$ cat config.mk
export PLATFORM = sky130hd
export DESIGN_NAME = sdram_port_arbiter
export DESIGN_NICKNAME = d
export VERILOG_FILES = /design/src/rtl/sdram_port_arbiter.sv
export SDC_FILE = /design/constraint.sdc
export NUM_CORES = 1
export LEC_CHECK = 0
export CORE_MARGIN = 3
export CORE_UTILIZATION = 30
export CTS_BUF_LIST = sky130_fd_sc_hd__clkbuf_8
export CTS_CLUSTER_SIZE = 12
export DETAILED_ROUTE_END_ITERATION = 10
export PLACE_DENSITY = 0.79
export SETUP_SLACK_MARGIN = 0.02
export SKIP_LAST_GASP = 1
export SYNTH_ARGS = -nofsm -noshare
export SYNTH_HDL_FRONTEND = slang
export SYNTH_SLANG_ARGS = --single-unit
$ cat constraint.sdc
create_clock -name clk -period 2.4 [get_ports clk]
set_input_delay 0.48 -clock clk [delete_from_list [all_inputs] [get_ports clk]]
set_output_delay 0.48 -clock clk [all_outputs]
set_load 0.02 [all_outputs]
$ cat src/rtl/sdram_port_arbiter.sv
// Round-robin arbiter that lets two masters share the single Avalon-style slave port of the SDRAM controller.
// Read responses come back in order and are steered to the issuing master through a 1-bit tag FIFO.
module sdram_port_arbiter #(
  parameter int ADDR_W      = 22,
  parameter int DATA_W      = 16,
  parameter int BE_W        = 2,
  parameter int MAX_PENDING = 8
) (
  input  logic              clk,
  input  logic              reset_n,
  input  logic [ADDR_W-1:0] m0_addr,
  input  logic [BE_W-1:0]   m0_be_n,
  input  logic [DATA_W-1:0] m0_data,
  input  logic              m0_rd_n,
  input  logic              m0_wr_n,
  output logic              m0_waitrequest,
  output logic [DATA_W-1:0] m0_rdata,
  output logic              m0_valid,
  input  logic [ADDR_W-1:0] m1_addr,
  input  logic [BE_W-1:0]   m1_be_n,
  input  logic [DATA_W-1:0] m1_data,
  input  logic              m1_rd_n,
  input  logic              m1_wr_n,
  output logic              m1_waitrequest,
  output logic [DATA_W-1:0] m1_rdata,
  output logic              m1_valid,
  output logic [ADDR_W-1:0] az_addr,
  output logic [BE_W-1:0]   az_be_n,
  output logic [DATA_W-1:0] az_data,
  output logic              az_rd_n,
  output logic              az_wr_n,
  input  logic [DATA_W-1:0] za_data,
  input  logic              za_valid,
  input  logic              za_waitrequest,
  output logic              err_underflow
);

  localparam int PTR_W = (MAX_PENDING > 1) ? $clog2(MAX_PENDING) : 1;
  localparam int CNT_W = $clog2(MAX_PENDING + 1);
  localparam logic [CNT_W-1:0] FULL     = CNT_W'(MAX_PENDING);
  localparam logic [PTR_W-1:0] LAST_PTR = PTR_W'(MAX_PENDING - 1);

  typedef enum logic {IDLE, ISSUE} state_t;

  state_t                   state, state_nxt;
  logic                     gnt, gnt_nxt;
  logic                     last, last_nxt;
  logic [MAX_PENDING-1:0]   tag_mem;
  logic [PTR_W-1:0]         wr_ptr, rd_ptr;
  logic [CNT_W-1:0]         count;
  logic                     push, pop, head;
  logic                     elig0, elig1;

  logic [ADDR_W-1:0]        sel_addr;
  logic [BE_W-1:0]          sel_be_n;
  logic [DATA_W-1:0]        sel_data;
  logic                     sel_rd_n, sel_wr_n, sel_is_rd, sel_active;

  // A read is only eligible while a tag slot is free (registered count, so one cycle conservative).
  assign elig0 = ~m0_wr_n | (~m0_rd_n & (count < FULL));
  assign elig1 = ~m1_wr_n | (~m1_rd_n & (count < FULL));

  assign sel_addr   = gnt ? m1_addr : m0_addr;
  assign sel_be_n   = gnt ? m1_be_n : m0_be_n;
  assign sel_data   = gnt ? m1_data : m0_data;
  assign sel_rd_n   = gnt ? m1_rd_n : m0_rd_n;
  assign sel_wr_n   = gnt ? m1_wr_n : m0_wr_n;
  // Read and write asserted together is forwarded as a write only.
  assign sel_is_rd  = ~sel_rd_n & sel_wr_n;
  assign sel_active = ~sel_rd_n | ~sel_wr_n;

  assign pop      = za_valid & (count != '0);
  assign head     = tag_mem[rd_ptr];
  assign m0_valid = pop & ~head;
  assign m1_valid = pop & head;
  assign m0_rdata = za_data;
  assign m1_rdata = za_data;

  always_comb begin
    state_nxt      = state;
    gnt_nxt        = gnt;
    last_nxt       = last;
    push           = 1'b0;
    az_addr        = '0;
    az_data        = '0;
    az_be_n        = '1;
    az_rd_n        = 1'b1;
    az_wr_n        = 1'b1;
    m0_waitrequest = 1'b1;
    m1_waitrequest = 1'b1;
    case (state)
      IDLE: begin
        if (elig0 | elig1) begin
          state_nxt = ISSUE;
          gnt_nxt   = (elig0 & elig1) ? ~last : elig1;
        end
      end
      ISSUE: begin
        az_addr = sel_addr;
        az_data = sel_data;
        az_be_n = sel_be_n;
        az_wr_n = sel_wr_n;
        az_rd_n = ~sel_is_rd;
        if (gnt) m1_waitrequest = za_waitrequest;
        else     m0_waitrequest = za_waitrequest;
        // A master that abandons its command simply loses the slot.
        if (!sel_active) begin
          state_nxt = IDLE;
        end else if (!za_waitrequest) begin
          state_nxt = IDLE;
          last_nxt  = gnt;
          push      = sel_is_rd;
        end
      end
      default: state_nxt = IDLE;
    endcase
  end

  always_ff @(posedge clk or negedge reset_n) begin
    if (!reset_n) begin
      state         <= IDLE;
      gnt           <= 1'b0;
      last          <= 1'b1;
      tag_mem       <= '0;
      wr_ptr        <= '0;
      rd_ptr        <= '0;
      count         <= '0;
      err_underflow <= 1'b0;
    end else begin
      state <= state_nxt;
      gnt   <= gnt_nxt;
      last  <= last_nxt;
      if (push) begin
        tag_mem[wr_ptr] <= gnt;
        wr_ptr          <= (wr_ptr == LAST_PTR) ? '0 : wr_ptr + 1'b1;
      end
      if (pop) rd_ptr <= (rd_ptr == LAST_PTR) ? '0 : rd_ptr + 1'b1;
      if (push && !pop)      count <= count + 1'b1;
      else if (pop && !push) count <= count - 1'b1;
      if (za_valid && count == '0) err_underflow <= 1'b1;
    end
  end

endmodule

Word-level counts from Yosys, hierarchy flattened

Index checks and enable logic that the tools add are counted.
W data, S select, Z words.

Add/subtract/negate cells: 4
Order comparisons: 4
Eq/ne operators: 2
Mux-type cells: 31
Bitwise logic cells: 22
Reductions and logical operators: 11

Operator list:

| kind                  | number |
|---|---|
| $mux W22              | 2 |
| $mux W16              | 2 |
| $mux W1               | 17 |
| $not A1 Y1            | 11 |
| $bwmux W8             | 1 |
| $lt A3 B4 Y1 const B  | 2 |
| $mux W4               | 2 |
| $and A1 B1 Y1         | 7 |
| $add A3 B1 Y3 const B | 2 |
| $eq A3 B3 Y1 const B  | 2 |
| $mux W3               | 2 |
| $add A4 B1 Y4 const B | 1 |
| $logic_and A1 B1 Y1   | 4 |
| $logic_not A4 Y1      | 1 |
| $lt A4 B4 Y1 const B  | 1 |
| $mux W2               | 2 |
| $or A1 B1 Y1          | 4 |
| $reduce_bool A4 Y1    | 1 |
| $sub A4 B1 Y4 const B | 1 |
| $bmux W1 S3           | 1 |
| $demux W1 S3          | 1 |
| $ge A3 B1 Y1 const B  | 1 |
| $reduce_and A3 Y1     | 1 |
| $logic_not A1 Y1      | 2 |
| 3 further kinds       | 3 |

Register bits: 22
Input port bits: 104
Word-level logic and storage cells: 82

Logic depth before layout (Yosys ltp)

Depth in word-level cells: 10
Gate-level depth with buffers: 9
Depth with buffers taken out: 8

Worst setup path after synthesis

Ideal clock, no wire load.

Kind: input -> register
From: input m0_rd_n
To: register count[3]
Data arrival time: 2.348 ns
Data required time: 2.269 ns
Path slack: -0.079 ns
Stages on the path: 9
Buffers on the path: 1
Path through: and4bb_1 -> buf_6 -> o21ba_4 -> ha_1 -> inv_1 -> ha_1 -> or4_1 -> o211ai_1 -> o211ai_1

Longest elaborated chain between the ends: 9
Elaborated cells between the ends (all ways): 12

RTL lines:

| item                         | line   | source |
|---|---|---|
| start: declaration           | 14     | `input logic m0_rd_n,` |
| $mux W1 (*)                  | 66     | `assign sel_rd_n = gnt ? m1_rd_n : m0_rd_n;` |
| $not A1 Y1 (*)               | 69, 70 |  |
| $and A1 B1 Y1                | 69     | `assign sel_is_rd = ~sel_rd_n & sel_wr_n;` |
| $mux W1                      | 109    | `end else if (!za_waitrequest) begin` |
| $mux W1 (*)                  | 107    | `if (!sel_active) begin` |
| $mux W1 (*)                  | 91     | `case (state)` |
| via push                     | 51     | `logic push, pop, head;` |
| $logic_not A1 Y1             | 139    | `else if (pop && !push) count <= count - 1'b1;` |
| $logic_and A1 B1 Y1          | 139    |  |
| $reduce_bool A2 Y1 (no line) | n/a    |  |
| end signal: assignment       | 138    | `if (push && !pop) count <= count + 1'b1;` |
| end signal: assignment       | 139    |  |
| end: declaration             | 50     | `logic [CNT_W-1:0] count;` |

Mark *: on every way through the listed nets, which the timed path passes. The rest lies on a longest branch.
A chain may end at the register's enable or synchronous reset.

Worst setup path after layout

From: register rd_ptr[1]
To: output m0_valid

Longest elaborated chain between the ends: 4

RTL lines:

| item                          | line | source |
|---|---|---|
| start: declaration            | 49   | `logic [PTR_W-1:0] wr_ptr, rd_ptr;` |
| start signal: assignment      | 137  | `if (pop) rd_ptr <= (rd_ptr == LAST_PTR) ? '0 : rd_ptr + 1'b1;` |
| $bmux W1 S3                   | 73   | `assign head = tag_mem[rd_ptr];` |
| $mux W1 (not written as such) | 73   |  |
| $not A1 Y1                    | 74   | `assign m0_valid = pop & ~head;` |
| $and A1 B1 Y1                 | 74   |  |
| end: declaration              | 18   | `output logic m0_valid,` |

No other way between the ends. The select of a mux whose other input is x is not followed.

==> results list <==
* Largest net degree at the start of global routing: 39
- Power comes to between 3 and 4 mW.
- The most used flip-flop cell after synthesis is sky130_fd_sc_hd__dfrtp_1.
- The clock drives 22 sinks.
- Final critical-path required period: about 2.3 ns
- Yosys mapped a number of flops with a built-in enable equal to 0.
* Final WS setup: roughly 0.063 ns
- Number of antenna cells inserted: 0
- Largest stage delay on the critical path: roughly 0.52 ns
* Post-route clock period utilization: 0.974
- Die Y: between 90 and 100 um
- The initial utilization of the core area, before any placement, comes to 0.314.
- In this run the remaining antenna-violating nets after routing total 0.
- ~180 I/O pins were placed.
- The count of final hold-check violations came to 0.
* Number of cell rows: 30
- List of cells traversed by the critical path: mux4_2, mux2i_2, nor2b_1, dlygate4sd2_1
* Highest clock frequency the design can meet: around 430 MHz
- The first global-routing pass estimated approximately 11000 um of wire.
- At the end of routability-driven placement, the weighted congestion stood at 0.848.
- During synthesis, Yosys emitted a total of 0 warnings.
- Total non-filler cell area in the finished layout: 3720 um^2
* Floorplan core area: just under 7000 um^2
- Cell types occupying the most area after synthesis: sky130_fd_sc_hd__dfrtp_1 24%, sky130_fd_sc_hd__mux2i_1 20%, sky130_fd_sc_hd__buf_4 11%
- Total via count after detailed routing: about 2100
- Power density normalized to cell area: 1050 nW/um^2
- After detailed routing, the wire length on met1 is about 2600 um.
- Setup repair after global routing could not meet its margin everywhere.
* Routed wire per std cell: 16.1 um
* Seq cells post-synth: 22
* Detailed Route WL: just over 7000 um
- Maxcap violations: 0
- STA classifies the critical path endpoint as an output port.
- Detailed placement HPWL: slightly below 6000 um
* Top cell type by total area after synthesis: sky130_fd_sc_hd__dfrtp_1
- Global-route congestion overflow total: 0
- Crit path kind: flop to output port
- The clock passes through at most 2 buffers.
- Gate count of the mapped netlist: roughly 230
* Setup violations, final: 0
- Met2 routed WL: 3810 um
- Maximum fanout count along the critical path: 4
- From left edge to right edge, the die measures a little over 90 um.
* Total of hold buffers inserted after clock tree synthesis: 0
* Tightest hold margin: 0.461 ns
* Syn_nets: about 350
- In this run, CTS created clock tree buffers numbering 3.
- Using the TritonRoute via totals, the vias-per-cell ratio works out to between 4 and 5.
- Count of input and output buffers: 134
- The die covers 8280 um^2.
* Clock-pin transition on the worst setup and hold timing paths: around 0.080 ns
* Hold crit path type: flop to flop
- Crit path launch type: flop
- The mapped netlist covers 2170 um^2.
* Placement-stage cell area: around 3500 um^2
- The final number of max-transition violations was 0.
* Number of DRC violations after detailed routing: 0
- Via count of the first global-routing pass: ~2200
- Antenna violations before repair: 1
- For the pin with the worst max-slew slack, the measured transition is 0.488 ns.
- The synthesized netlist contains 36 unique library cells.
* All-layer global routing usage: 0.163
- At the end of the flow, the number of nets in the layout was between 400 and 500.
- Signal routing reaches up to met5.
- Number of iterations in the first detailed-routing pass: 4
- VDD sags by at most approximately 440 uV.
- For this block, the initial DRC count from the detailed router was 73.
* Fraction of final layout cells with drive strength greater than 1: 0.162
- The tree is rooted in a sky130_fd_sc_hd__clkbuf_8.
* Syn avg cell area: 9.27 um^2
- Data on the critical path is required at its endpoint by approximately 1.9 ns.
* Met3 wire length: between 500 and 600 um
- TritonCTS built the clock tree.
* Worst skew pair latency: between 0.2 and 0.3 ns
* Worst slew slack as a fraction of its limit: 0.674
- WP data arrival: 1.86 ns
- Timing analysis after detailed placement gives a worst setup slack of -0.413 ns.
* Worst-path cell with the longest stage delay: sky130_fd_sc_hd__mux4_2
- Worst Skew: 0.00531 ns
- After filler insertion, the fill cell instance count of the layout stands at 624.
- The run finished with clean final reports.
- Leak pwr: 2.05 nW
- Growth of design area from synthesis to finish: 71.7%
* Part of the Yosys area used for sequential elements: 0.254
- Sorting the synthesized cells by how often they occur yields 43 x sky130_fd_sc_hd__mux2i_1, 43 x sky130_fd_sc_hd__nor2_1, 33 x sky130_fd_sc_hd__buf_4.
* Post-synthesis async set-or-reset flop share: 1.00
- Area fraction of the dominant cell type after synthesis: 0.242
- Total negative slack: 0 ns
- H-tree levels: 1
==> critical path, delay by kind of cell, from the launching register on <==
| family | cells | cell delay [ns] |
|---|---|---|
| multiplexers | 2 | 0.71 |
| AND/OR/NAND/NOR | 1 | 0.14 |
| buffers and inverters | 1 | 0.33 |
| flip-flops | 1 | 0.41 |
==> placed cells by master (no fill, tap or decap), drive strengths merged <==
master | netlist | routed
inv | 2 | 2
clkbuf | 4 | 3
or3 | 1 | 1
and4b | 1 | 1
dfrtp | 21 | 21
a32o | 1 | 1
or4 | 1 | 1
nand2 | 10 | 10
fa | 1 | 1
nor4 | 1 | 1
dfstp | 1 | 1
buf | 41 | 25
o41ai | 1 | 1
o211ai | 9 | 9
nand2b | 1 | 1
dlymetal6s2s | 0 | 36
ha | 7 | 7
a21o | 2 | 2
mux2 | 15 | 15
mux4 | 2 | 2
o21ai | 4 | 4
clkdlybuf4s50 | 0 | 87
nor2 | 43 | 43
nor3 | 2 | 2
bufinv | 0 | 1
o2111ai | 3 | 3
nand3 | 3 | 3
and4bb | 1 | 1
dlygate4sd2 | 0 | 11
nor2b | 6 | 6
mux2i | 43 | 43
o21ba | 1 | 1
nand3b | 1 | 1
a21oi | 2 | 2
xnor2 | 2 | 2
a2111o | 1 | 1
==> metrics by stage <==
stage / instances / util
2_1_floorplan: 234 / -
3_3_place_gp: 443 / 0.513
3_5_place_dp: 443 / 0.513
4_1_cts: 448 / 0.525
5_1_grt: 448 / 0.539
6_report: 448 / 0.539
==> per-layer routing <==
metal,vias up,track usage
met2,89,0.301
met5,-,0
met1,999,0.176
met3,14,0.0414
met4,2,0.0628
li1,1031,-
==> cell type report <==
type                            count  area [um^2]  share of cell area
Timing Repair Buffer              159         1630               0.438
Multi-Input combinational cell    165         1340               0.359
Sequential cell                    22          554               0.149
Tap cell                           96          120              0.0323
Clock buffer                        3         41.3              0.0111
Clock inverter                      1         30.0             0.00806
Inverter                            2         10.0             0.00269
==> what timing repair did <==
item / CTS / global route
gates resized for setup: 14 / 39
pin swaps: 3 / 3
gates cloned: 0 / 0
setup buffers: 1 / 0
endpoints found under the setup margin: 9 / 38
==> sequential cells by signal, summed over array words and instances (netlist names) <==
register	flops
gnt	1
tag_mem	8
rd_ptr	3
last	1
state	1
err_underflow	1
wr_ptr	3
count	4
==> logic make-up after synthesis <==
group                      count (synthesis)  share of synthesized area
AOI/OAI and AO/OA                         24                     0.0941
xor gates and xnor gates                   2                    0.00808
adders and majority gates                  8                     0.0496
buffers and inverters                     47                      0.145
DFF                                       22                      0.254
muxes                                     60                      0.302
and+or+nand+nor                           71                      0.147
==> power breakdown <==
group / switching (mW) / total (mW) / internal, mW
logic: 1.40 / 2.84 / 1.44
clock network: 0.127 / 0.350 / 0.223
registers: 0.177 / 0.727 / 0.550
==> worst paths after layout <==
| path | startpoint | end | slack (ns) | depth (start not counted) |
|---|---|---|---|---|
| worst max-delay path | rd_ptr[1] | m0_valid | 0.06 | 4 |
| worst min-delay path | err_underflow | err_underflow | 0.46 | 1 |
| worst max register to register | count[1] | count[3] | 0.11 | 7 |
| worst min register to register | err_underflow | err_underflow | 0.46 | 1 |
| max in group asynchronous | reset_n | last | 1.56 | 2 |
| min in group asynchronous | reset_n | err_underflow | 0.56 | 2 |
(Power assumes the default switching activity.)
